**src/rtl/modulo_captura_jogada_if.sv**
```systemverilog
// Command handshake between the play-capture block and the game core.
// The master drives a pending command; the slave accepts it with cmd_ready.
interface modulo_captura_jogada_if;
    logic       cmd_valid;
    logic       cmd_ready;
    logic [1:0] cmd_mode;
    logic [2:0] cmd_line;
    logic [2:0] cmd_col;
    logic       cmd_err;

    modport master (
        output cmd_valid,
        output cmd_mode,
        output cmd_line,
        output cmd_col,
        output cmd_err,
        input  cmd_ready
    );

    modport slave (
        input  cmd_valid,
        input  cmd_mode,
        input  cmd_line,
        input  cmd_col,
        input  cmd_err,
        output cmd_ready
    );
endinterface

```
**src/rtl/modulo_captura_jogada.sv**
```systemverilog
// Captures a player move: synchronizes and debounces the confirm button, latches switches on press.
// Optional macro CAPTURA_DUP_FILTER_EN drops repeated attacks on the last transferred coordinate.
module modulo_captura_jogada #(
    parameter int DEB_CYCLES = 500000
) (
    input  logic                            clk,
    input  logic                            clr,
    input  logic                            button_confirmation,
    input  logic [1:0]                      hh1,
    input  logic [5:0]                      hh2,
    modulo_captura_jogada_if.master         cmd,
    output logic                            ovr
);

    localparam int              CNT_W    = 20;
    localparam logic [CNT_W-1:0] DEB_LAST = CNT_W'(DEB_CYCLES - 1);
    localparam logic [1:0]      MODE_IDLE   = 2'b00;
    localparam logic [1:0]      MODE_ATTACK = 2'b10;

    typedef enum logic {IDLE, HOLD} state_t;

    // The board is 7 lines by 5 columns; line 7 and columns 5..7 do not exist.
    function automatic logic coord_err(input logic [2:0] line, input logic [2:0] col);
        coord_err = (line == 3'd7) || (col > 3'd4);
    endfunction

    logic                btn_s1, btn_s2;
    logic [1:0]          hh1_s1, hh1_s2;
    logic [5:0]          hh2_s1, hh2_s2;
    logic                deb_lvl, deb_prev;
    logic [CNT_W-1:0]    deb_cnt;
    logic                press_evt;
    logic                dup_hit;
    logic                accept;
    state_t              state, state_nxt;
    logic                valid_c, load_c, xfer_c, ovr_set_c;
    logic [1:0]          mode_q;
    logic [2:0]          line_q, col_q;
    logic                err_q;

    // Synchronizer stage: button idles high (released), switches idle at zero
    always_ff @(posedge clk or posedge clr) begin
        if (clr) begin
            btn_s1 <= 1'b1;
            btn_s2 <= 1'b1;
            hh1_s1 <= '0;
            hh1_s2 <= '0;
            hh2_s1 <= '0;
            hh2_s2 <= '0;
        end else begin
            btn_s1 <= button_confirmation;
            btn_s2 <= btn_s1;
            hh1_s1 <= hh1;
            hh1_s2 <= hh1_s1;
            hh2_s1 <= hh2;
            hh2_s2 <= hh2_s1;
        end
    end

    // Debounce stage: level follows the button only after DEB_CYCLES of disagreement
    always_ff @(posedge clk or posedge clr) begin
        if (clr) begin
            deb_lvl  <= 1'b1;
            deb_prev <= 1'b1;
            deb_cnt  <= '0;
        end else begin
            deb_prev <= deb_lvl;
            if (btn_s2 != deb_lvl) begin
                if (deb_cnt == DEB_LAST) begin
                    deb_lvl <= btn_s2;
                    deb_cnt <= '0;
                end else begin
                    deb_cnt <= deb_cnt + 1'b1;
                end
            end else begin
                deb_cnt <= '0;
            end
        end
    end

    // Only the released-to-pressed transition is an event.
    assign press_evt = deb_prev & ~deb_lvl;

`ifdef CAPTURA_DUP_FILTER_EN
    logic       last_vld;
    logic [5:0] last_coord;

    always_ff @(posedge clk or posedge clr) begin
        if (clr) begin
            last_vld   <= 1'b0;
            last_coord <= '0;
        end else if (xfer_c && (mode_q == MODE_ATTACK)) begin
            last_vld   <= 1'b1;
            last_coord <= {line_q, col_q};
        end
    end

    assign dup_hit = last_vld && (hh1_s2 == MODE_ATTACK) && (hh2_s2 == last_coord);
`else
    assign dup_hit = 1'b0;
`endif

    assign accept = press_evt && (hh1_s2 != MODE_IDLE) && !dup_hit;

    // Command FSM stage
    always_ff @(posedge clk or posedge clr) begin
        if (clr) state <= IDLE;
        else     state <= state_nxt;
    end

    always_comb begin
        state_nxt = state;
        case (state)
            IDLE:    if (accept)        state_nxt = HOLD;
            HOLD:    if (cmd.cmd_ready) state_nxt = IDLE;
            default:                    state_nxt = IDLE;
        endcase
    end

    always_comb begin
        valid_c   = (state == HOLD);
        load_c    = (state == IDLE) && accept;
        xfer_c    = (state == HOLD) && cmd.cmd_ready;
        // A press that lands on the transfer edge still sees HOLD and is dropped.
        ovr_set_c = (state == HOLD) && press_evt;
    end

    // Payload stage: frozen for the whole time the command is pending
    always_ff @(posedge clk or posedge clr) begin
        if (clr) begin
            mode_q <= '0;
            line_q <= '0;
            col_q  <= '0;
            err_q  <= 1'b0;
        end else if (load_c) begin
            mode_q <= hh1_s2;
            line_q <= hh2_s2[5:3];
            col_q  <= hh2_s2[2:0];
            err_q  <= coord_err(hh2_s2[5:3], hh2_s2[2:0]);
        end
    end

    always_ff @(posedge clk or posedge clr) begin
        if (clr)            ovr <= 1'b0;
        else if (ovr_set_c) ovr <= 1'b1;
    end

    assign cmd.cmd_valid = valid_c;
    assign cmd.cmd_mode  = mode_q;
    assign cmd.cmd_line  = line_q;
    assign cmd.cmd_col   = col_q;
    assign cmd.cmd_err   = err_q;

endmodule

```
**src/flat_wrapper.sv**
```systemverilog
// flat-port wrapper written by rule: the top's interface ports become plain ports
module modulo_captura_jogada_flat 
#(
    parameter int DEB_CYCLES = 500000
)
  (clk, clr, button_confirmation, hh1, hh2, ovr, cmd_cmd_valid, cmd_cmd_mode, cmd_cmd_line, cmd_cmd_col, cmd_cmd_err, cmd_cmd_ready);
  modulo_captura_jogada_if cmd_i ();
  input  logic clk;
  input  logic clr;
  input  logic button_confirmation;
  input  logic [1:0] hh1;
  input  logic [5:0] hh2;
  output logic ovr;
  output wire logic [$bits(cmd_i.cmd_valid)-1:0] cmd_cmd_valid;
  output wire logic [$bits(cmd_i.cmd_mode)-1:0] cmd_cmd_mode;
  output wire logic [$bits(cmd_i.cmd_line)-1:0] cmd_cmd_line;
  output wire logic [$bits(cmd_i.cmd_col)-1:0] cmd_cmd_col;
  output wire logic [$bits(cmd_i.cmd_err)-1:0] cmd_cmd_err;
  input wire logic [$bits(cmd_i.cmd_ready)-1:0] cmd_cmd_ready;
  assign cmd_cmd_valid = cmd_i.cmd_valid;
  assign cmd_cmd_mode = cmd_i.cmd_mode;
  assign cmd_cmd_line = cmd_i.cmd_line;
  assign cmd_cmd_col = cmd_i.cmd_col;
  assign cmd_cmd_err = cmd_i.cmd_err;
  assign cmd_i.cmd_ready = cmd_cmd_ready;
  modulo_captura_jogada #(.DEB_CYCLES(DEB_CYCLES)) u_core (.clk(clk), .clr(clr), .button_confirmation(button_confirmation), .hh1(hh1), .hh2(hh2), .cmd(cmd_i), .ovr(ovr));
endmodule
```
**config.mk**
```make
export PLATFORM = sky130hd
export DESIGN_NAME = modulo_captura_jogada_flat
export DESIGN_NICKNAME = d
export VERILOG_FILES = /design/src/rtl/modulo_captura_jogada_if.sv /design/src/rtl/modulo_captura_jogada.sv /design/src/flat_wrapper.sv
export SDC_FILE = /design/constraint.sdc
export NUM_CORES = 1
export LEC_CHECK = 0
export CORE_MARGIN = 2
export CORE_UTILIZATION = 30
export DETAILED_ROUTE_END_ITERATION = 6
export PLACE_DENSITY_LB_ADDON = 0.05
export REMOVE_ABC_BUFFERS = 1
export SLEW_MARGIN = 0
export SYNTH_ARGS = -nofsm -noshare
export SYNTH_HDL_FRONTEND = slang
export SYNTH_SLANG_ARGS = --single-unit
```
**constraint.sdc**
```tcl
create_clock -name clk -period 2.68 [get_ports clk]
set_clock_uncertainty 0.2 [all_clocks]
set_input_delay 0.268 -clock clk [delete_from_list [all_inputs] [get_ports clk]]
set_output_delay 0.268 -clock clk [all_outputs]
set_load 0.01 [all_outputs]
```
==> metrics, run 1 <==
insertion delay of the later-clocked pin in the worst-skew pair 0.30 ns; vias after detailed routing 1230; count of state elements after synthesis 51; initial antenna violation count 0; diode count 0; total overflow reported by the global router 0; cell at the root of the clock tree sky130_fd_sc_hd__clkbuf_8; HPWL reported at the end of detailed placement 2.593 mm; commonest cells after routing, fill and taps aside 47 x sky130_fd_sc_hd__dfrtp_1, 22 x sky130_fd_sc_hd__clkdlybuf4s50_1, 19 x sky130_fd_sc_hd__nor2_1; IR Drop Worst-Case VDD 0.2410 mV; Required @ worst endpoint 2.72 ns; total iterations of the first detailed-routing run 4; drt drc 0; main flop type after synthesis sky130_fd_sc_hd__dfrtp_1; result of the run finished clean; post-synth top area cell sky130_fd_sc_hd__dfrtp_1; RSZ-0062 raised after global routing no; kind of start point of the critical path flop; synthesized area per cell 12.54 sq um; cell types occupying the most area after synthesis sky130_fd_sc_hd__dfrtp_1 59%, sky130_fd_sc_hd__xnor2_1 5.7%, sky130_fd_sc_hd__dfstp_2 5.3%; Yosys top cell area share 59.34%; worst slew slack as a fraction of its limit 33.77%; number of enable flip-flop cells after synthesis 0; Power Dens Cells 577.0 mW/mm^2; average vias per placed instance 4.642; number of rows in the core area 29; number of nets in the finished design 200; Achievable Freq 471.5 MHz; unique cell type count in the Yosys netlist 30; synthesized area 0.001982 sq mm; final count of negative-setup-slack endpoints 0; first-pass GRT wire length 6.341 mm; final antenna-violating net count 0; maximum number of pins on one net before global-route repair 20; cts repair resizes 0; number of global-route vias before repair 1293; Max Root-Sink Buffers 2; post-layout instance area 0.002427 sq mm; fraction of layout cells with a size suffix above 1 15.96%; I/O pin total 23; Yosys warning total 0; hold buffer count at CTS 0; number of levels in the clock H-tree 2; cell area after placement 0.002310 sq mm; largest fanout of any net on the critical path 9; clock buffer count from CTS 5; starting density of the core 31.03%; share of the cycle needed by the critical path after routing 79.14%; Worst Max-Slew Pin Slew 0.9924 ns; max-cap violations 0; leakage component of the power 0.001012 uW; detail-routed net length per standard cell 13.45 um; final worst path period need 2.121 ns; CP Class flop to flop; area growth from synthesis to final layout 22.47%; global placer's final weighted congestion 0.7620; gr usage total 11.28%; CTS clk-pin slew, worst paths 0.09 ns; overall die area 0.007273 sq mm; number of fill cells in the layout 623; post-synthesis sequential area ratio 64.65%; Sum Neg Setup Slack 0 ns; area of combinational cells with multiple inputs 655.6 sq um; Hold Vio Cnt, Final 0; total of buffers placed on input and output ports 22; clk sinks 51; type of destination of the critical path flop; Total Routed Length 3.564 mm; core area 0.006386 sq mm; share of flip-flops with an asynchronous set or reset 100.0%; area used by sequential logic in the layout 0.001281 sq mm; class of the tightest hold or removal check input pin to asynchronous set/reset pin; number of buffers inserted by post-CTS setup repair 0; CTS tree built; vertical extent of the die 85.28 um; crit path DAT 2.16 ns; overall die width 85.28 um; max-slew violation count 0; cell count after synthesis 158; leading cell type in the layout, fill and taps excluded sky130_fd_sc_hd__dfrtp_1; number of DRC markers after the initial detailed-route iteration 89
==> synthesized netlist by cell type (4+ instances only) <==
cell type	count
sky130_fd_sc_hd__dfrtp_1	47
sky130_fd_sc_hd__dfstp_2	4
sky130_fd_sc_hd__inv_1	7
sky130_fd_sc_hd__mux2_2	8
sky130_fd_sc_hd__nand2_1	5
sky130_fd_sc_hd__nand3_1	8
sky130_fd_sc_hd__nand4_1	6
sky130_fd_sc_hd__nor2_1	19
sky130_fd_sc_hd__nor3_1	6
sky130_fd_sc_hd__nor4_1	4
sky130_fd_sc_hd__o21ai_0	4
sky130_fd_sc_hd__xnor2_1	13
==> through the flow <==
step / util (%) / setup WS (ns) / hold WS, ns / instances / total power (uW)
floorplan: - / 0.6100 / 0.07248 / 154 / 832.4
global placement: 36.17 / 0.5989 / 0.1327 / 257 / 863.3
detailed placement: 36.17 / 0.5497 / 0.1358 / 257 / 864.3
CTS: 38.01 / 0.5397 / 0.04481 / 265 / 1422
global route: 38.01 / 0.3567 / 0.07271 / 265 / 1470
finish: 38.01 / 0.5590 / 0.04078 / 265 / 1400
==> worst paths after layout <==
check / startpoint / end / slack [ns] / depth (start not counted)
max: u_core.deb_cnt[0] / u_core.deb_lvl / 0.56 / 4
min: clr / u_core.deb_cnt[17] / 0.04 / 2
max reg2reg: u_core.deb_cnt[0] / u_core.deb_lvl / 0.56 / 4
min reg2reg: u_core.hh2_s1[1] / u_core.hh2_s2[1] / 0.16 / 0
max in group asynchronous: clr / u_core.deb_prev / 1.63 / 3
min in group clk: u_core.hh2_s1[1] / u_core.hh2_s2[1] / 0.16 / 0
==> power by group <==
part,total (uW),internal (uW),leakage [uW],switching [uW]
Combinational,48.4,22.9,0.000292,25.6
Sequential,798,788,0.000659,10.3
Clock,554,302,0.0000612,252
==> area by class of cell <==
class / count / area share (%)
well taps: 77 / 3.969
clock inverters: 2 / 1.443
multi-input cells: 96 / 27.01
flip-flops and latches: 51 / 52.78
inverters: 7 / 1.082
repair buffers: 26 / 10.31
clock buffers: 6 / 3.402
==> logic make-up after synthesis <==
family	count (synthesis)	share of synthesized area (%)
and+or+nand+nor	57	15.78
DFF	51	64.65
xor gates and xnor gates	16	7.071
AOI/OAI and AO/OA	12	3.977
buffers and inverters	11	2.273
muxes	10	5.619
adders and majority gates	1	0.6312
==> worst max-delay path: stages (launching register included) <==
cell and delay [ns]:
sky130_fd_sc_hd__dfrtp_1 0.43, sky130_fd_sc_hd__ha_1 0.23, sky130_fd_sc_hd__nand4_1 0.35, sky130_fd_sc_hd__or3_1 0.52
sky130_fd_sc_hd__mux2_1 0.32
==> layer usage <==
layer	share of wire [%]	up-vias	GRT usage, %
li1	-	602	-
met1	51	607	16.00
met2	43	17	15.91
met3	3.7	4	4.377
met4	1.4	0	3.463
met5	0	-	0
==> state kept, by name, indices dropped and copies added, names as in the netlist <==
| signal | flops |
|---|---|
| u_core.deb_cnt | 20 |
| u_core.hh2_s1 | 6 |
| u_core.hh2_s2 | 6 |
| u_core.cmd.cmd_col | 3 |
| u_core.cmd.cmd_line | 3 |
| u_core.cmd.cmd_mode | 2 |
| u_core.hh1_s1 | 2 |
| u_core.hh1_s2 | 2 |
| u_core.btn_s1 | 1 |
| u_core.btn_s2 | 1 |
| u_core.cmd.cmd_err | 1 |
| u_core.cmd.cmd_valid | 1 |
| u_core.deb_lvl | 1 |
| u_core.deb_prev | 1 |
| u_core.ovr | 1 |
Power figures use the tool's default switching activity.
==> inputs of run 2 (changes only) <==
clock period = 2.16 ns   (was 2.68 ns; I/O delays follow)
==> run 2 against run 1 <==
First-iteration DRC count decreased by 69%. Non-clock buffer count up 4. Sequential power grew 24%. Largest power group unchanged. Via count grew 3.7%.
==> metrics, run 2 (synthesis gave the netlist of run 1 again) <==
vertical extent of the die 85.28 um; vias after detailed routing 1275; final worst path period need 2.004 ns; Max Root-Sink Buffers 2; Achievable Freq 499.1 MHz; type of destination of the critical path flop; largest fanout of any net on the critical path 6; worst-case reg-to-reg path depth 4; hold buffer count at CTS 0; number of global-route vias before repair 1367; global placer's final weighted congestion 0.7643; result of the run finished clean; final antenna-violating net count 0; top flop regs u_core.deb_cnt x20, u_core.hh2_s1 x6, u_core.hh2_s2 x6; area used by sequential logic in the layout 0.001281 sq mm; gr usage total 11.31%; insertion delay of the later-clocked pin in the worst-skew pair 0.30 ns; worst flop-to-flop path endpoint u_core.deb_cnt[17]; CTS clk-pin slew, worst paths 0.10 ns; starting density of the core 31.03%; maximum number of pins on one net before global-route repair 21; number of rows in the core area 29; Required @ worst endpoint 2.19 ns; number of levels in the clock H-tree 2; total power 1608 uW; overall die width 85.28 um; number of fill cells in the layout 612; core area 0.006386 sq mm; detail-routed net length per standard cell 13.51 um; IR Drop Worst-Case VDD 0.2760 mV; class of the tightest hold or removal check input pin to asynchronous set/reset pin; cell at the root of the clock tree sky130_fd_sc_hd__clkbuf_8; worst slew slack as a fraction of its limit 70.76%; clk sinks 51; leakage component of the power 0.001022 uW; reg-to-reg setup timing slack 0.16 ns; Fin Hold WS 0.01660 ns; total of buffers placed on input and output ports 22; total iterations of the first detailed-routing run 4; share of the cycle needed by the critical path after routing 92.76%; flip-flop count of the largest register after layout 20; diode count 0; drt drc 0; worst setup slack after layout 0.1563 ns; Total Routed Length 3.634 mm; first-pass GRT wire length 6.458 mm; commonest cells after routing, fill and taps aside 47 x sky130_fd_sc_hd__dfrtp_1, 22 x sky130_fd_sc_hd__clkdlybuf4s50_1, 19 x sky130_fd_sc_hd__nor2_1; crit path DAT 2.04 ns; number of nets in the finished design 204; final design utilization 38.36%; HPWL reported at the end of detailed placement 2.630 mm; max-slew violation count 0; Hold Vio Cnt, Final 0; CTS tree built; total overflow reported by the global router 0; clock buffer count from CTS 5; max-cap violations 0; leading cell type in the layout, fill and taps excluded sky130_fd_sc_hd__dfrtp_1; average vias per placed instance 4.740; Worst Max-Slew Pin Slew 0.4346 ns; kind of start point of the critical path flop; Power Dens Cells 656.3 mW/mm^2; Post-Place Worst Slack 0.1770 ns; Worst R2R Start u_core.deb_cnt[8]; number of DRC markers after the initial detailed-route iteration 28; area growth from synthesis to final layout 23.61%; fraction of layout cells with a size suffix above 1 18.23%; final count of negative-setup-slack endpoints 0; initial antenna violation count 0; overall die area 0.007273 sq mm; area of combinational cells with multiple inputs 661.9 sq um; Sum Neg Setup Slack 0 ns; I/O pin total 23; Most flops, register u_core.deb_cnt; CP Class flop to flop
-- run 2: cell types whose count changed in the layout (fill, tap and decap cells not counted) --
| cell | before | now |
|---|---|---|
| sky130_fd_sc_hd__bufinv_16 | 1 | 0 |
| sky130_fd_sc_hd__inv_6 | 0 | 1 |
| sky130_fd_sc_hd__clkinv_4 | 0 | 1 |
| sky130_fd_sc_hd__nor4_1 | 4 | 3 |
| sky130_fd_sc_hd__nor4_2 | 0 | 1 |
| sky130_fd_sc_hd__clkbuf_8 | 6 | 5 |
| sky130_fd_sc_hd__buf_12 | 0 | 1 |
| sky130_fd_sc_hd__buf_4 | 4 | 7 |
-- run 2: per-layer routing --
layer	routed length (um)	vias up	share of wire (%)	track usage, %
li1	-	609	-	-
met1	1799	639	50	15.66
met2	1652	21	45	17.05
met3	126	6	3.5	2.335
met4	55	0	1.5	5.195
met5	0	-	0	0
-- run 2: layout make-up --
cell class              instances  area share [%]
well taps                      77           3.933
clock inverters                 3          0.9193
flip-flops and latches         51           52.30
repair buffers                 30           11.95
inverters                       7           1.073
clock buffers                   5           2.809
multi-input cells              96           27.02
-- run 2: worst max-delay path by stage --
stage / from / endpoint / slack (ns) / cells past startpoint
floorplan: u_core.deb_cnt[0] / u_core.deb_cnt[10] / 0.09 / 4
finish: u_core.deb_cnt[8] / u_core.deb_cnt[17] / 0.16 / 4
global placement: u_core.deb_cnt[8] / u_core.deb_cnt[19] / 0.20 / 4
detailed placement: u_core.deb_cnt[8] / u_core.deb_cnt[17] / 0.18 / 4
global route: u_core.deb_cnt[1] / u_core.deb_cnt[18] / -0.02 / 5
CTS: u_core.deb_cnt[8] / u_core.deb_cnt[17] / 0.16 / 4
-- run 2: critical path: stages (launching register included) --
cell	delay [ns]
sky130_fd_sc_hd__dfrtp_1	0.48
sky130_fd_sc_hd__nand4_4	0.18
sky130_fd_sc_hd__or4_4	0.60
sky130_fd_sc_hd__or3_1	0.33
sky130_fd_sc_hd__a21oi_1	0.15
-- run 2: metrics by stage --
stage	cell area, sq um	instances
after floorplan	1963	154
after global placement	2352	261
after detailed placement	2352	261
after CTS	2444	269
after global routing	2450	269
final	2450	269
-- run 2: report_power, final --
part | internal, uW | total [uW] | switching, uW
Combinational | 32.3 | 66.5 | 34.3
Clock | 232 | 552 | 320
Sequential | 977 | 989 | 12.0
-- run 2: what timing repair did --
| action | CTS | global route |
|---|---|---|
| setup endpoints to repair | 0 | 1 |
| setup buffers | 0 | 0 |
| resized for setup | 0 | 1 |
| endpoints found under the hold margin | 0 | 0 |
==> inputs of run 3 (changes only) <==
RECOVER_POWER = 50   (was not set)
==> run 3 against run 2 <==
Clock power barely moved. Worst hold slack better by 0.14 ns. Maximum frequency is essentially flat. Non-clock buffer count unchanged. Total power shrank 0.47%. Routed wire length did not move. Sequential share of layout area rose by 0.32 points. Sequential power barely moved. Global-route usage stayed put. Clock-buffer cell count did not move. Critical path type unchanged.
==> metrics, run 3 (synthesis gave the netlist of run 1 again) <==
result of the run finished clean; worst slew slack as a fraction of its limit 54.79%; share of the cycle needed by the critical path after routing 92.77%; diode count 0; commonest cells after routing, fill and taps aside 47 x sky130_fd_sc_hd__dfrtp_1, 19 x sky130_fd_sc_hd__nor2_1, 13 x sky130_fd_sc_hd__xnor2_1; max-cap violations 0; CTS tree built; type of destination of the critical path flop; overall die width 85.28 um; number of global-route vias before repair 1367; Fin Hold WS 0.1550 ns; Power Dens Cells 657.2 mW/mm^2; IR Drop Worst-Case VDD 0.2759 mV; top flop regs u_core.deb_cnt x20, u_core.hh2_s1 x6, u_core.hh2_s2 x6; cell family contributing the most delay on the critical path simple AND/OR/NAND/NOR gates; flip-flop count of the largest register after layout 20; Hold Vio Cnt, Final 0; CP Class flop to flop; total overflow reported by the global router 0; clock group share of total power 34.5%; starting density of the core 31.03%; Max stage delay cell, worst path sky130_fd_sc_hd__or4_4; delay of the slowest cell on the worst path 0.60 ns; clk sinks 51; total of buffers placed on input and output ports 22; number of rows in the core area 29; area growth from synthesis to final layout 22.85%; fraction of layout cells with a size suffix above 1 17.19%; gr usage total 11.31%; Achievable Freq 499.1 MHz; class of the tightest hold or removal check flop to flop; net switching power 365.2 uW; CTS clk-pin slew, worst paths 0.09 ns; crit path DAT 2.04 ns; core area 0.006386 sq mm; number of nets in the finished design 204; final count of negative-setup-slack endpoints 0; insertion delay of the later-clocked pin in the worst-skew pair 0.30 ns; final worst path period need 2.004 ns; final antenna-violating net count 0; leading cell type in the layout, fill and taps excluded sky130_fd_sc_hd__dfrtp_1; number of DRC markers after the initial detailed-route iteration 28; Switching Share 22.82%; maximum number of pins on one net before global-route repair 21; drt drc 0; leakage component of the power 0.001021 uW; cell area after placement 0.002352 sq mm; chain of cells forming the critical path nand4_4 > or4_4 > or3_1 > a21oi_1; post-layout instance area 0.002435 sq mm; vertical extent of the die 85.28 um; area of combinational cells with multiple inputs 661.9 sq um; Most flops, register u_core.deb_cnt; Worst Max-Slew Pin Slew 0.6774 ns; total iterations of the first detailed-routing run 4; clock buffer count from CTS 5; area used by sequential logic in the layout 0.001281 sq mm; largest fanout of any net on the critical path 6; number of fill cells in the layout 613; I/O pin total 23; number of buffers inserted by post-CTS setup repair 0; internal power contribution 1235 uW; number of levels in the clock H-tree 2; detail-routed net length per standard cell 13.51 um; max-slew violation count 0; cell at the root of the clock tree sky130_fd_sc_hd__clkbuf_8; vias after detailed routing 1279; Max Root-Sink Buffers 2; combinational fraction of design power 3.7%; initial antenna violation count 0; global placer's final weighted congestion 0.7643; Total Routed Length 3.634 mm; kind of start point of the critical path flop; relative contribution of sequential cells to total power 61.8%; Worst Path Buf+Inv 0; HPWL reported at the end of detailed placement 2.630 mm; first-pass GRT wire length 6.458 mm; Required @ worst endpoint 2.19 ns; overall die area 0.007273 sq mm; average vias per placed instance 4.755
==> run 3: what timing repair did <==
action / CTS / global route
hold buffers: 0 / 0
endpoints found under the setup margin: 0 / 1
endpoints found under the hold margin: 0 / 0
gates resized for setup: 0 / 1
==> run 3: metrics by stage <==
| stage | setup slack [ns] | power [uW] | setup TNS [ns] | cells | util [%] |
|---|---|---|---|---|---|
| after floorplan | 0.08998 | 1033 | 0 | 154 | - |
| after global placement | 0.2029 | 1076 | 0 | 261 | 36.83 |
| after detailed placement | 0.1770 | 1077 | 0 | 261 | 36.83 |
| after CTS | 0.1619 | 1639 | 0 | 269 | 38.26 |
| after global routing | -0.01623 | 1687 | -0.01623 | 269 | 38.13 |
| final | 0.1563 | 1600 | 0 | 269 | 38.13 |
==> run 3: area by class of cell <==
class                   count  area share [%]
inverters                   7           1.079
repair buffers             30           11.41
flip-flops and latches     51           52.62
multi-input cells          96           27.18
clock buffers               5           2.826
clock inverters             3          0.9250
well taps                  77           3.957
==> run 3: worst paths after layout <==
check / from / endpoint / slack, ns / depth (start not counted)
setup / recovery: u_core.deb_cnt[8] / u_core.deb_cnt[17] / 0.16 / 4
hold / removal: u_core.hh2_s1[2] / u_core.hh2_s2[2] / 0.15 / 0
setup reg to reg: u_core.deb_cnt[8] / u_core.deb_cnt[17] / 0.16 / 4
hold reg to reg: u_core.hh2_s1[2] / u_core.hh2_s2[2] / 0.15 / 0
max in group asynchronous: clr / u_core.btn_s1 / 0.58 / 3
min in group asynchronous: clr / u_core.deb_cnt[2] / 0.25 / 2
==> run 3: power groups by stage <==
stage | clock, uW | sequential [uW] | combinational (uW)
2_1_floorplan | 0 | 1010 | 27.4
3_3_place_gp | 0 | 1010 | 68.7
3_5_place_dp | 0 | 1010 | 69.1
4_1_cts | 579 | 990 | 69.8
5_1_grt | 625 | 992 | 69.5
6_report | 552 | 989 | 59.2
==> run 3: layer usage <==
layer	wire (um)	vias up	global-route usage [%]
met2	1651	21	17.05
met3	126	6	2.335
met5	0	-	0
li1	-	609	-
met4	55	0	5.195
met1	1801	643	15.66
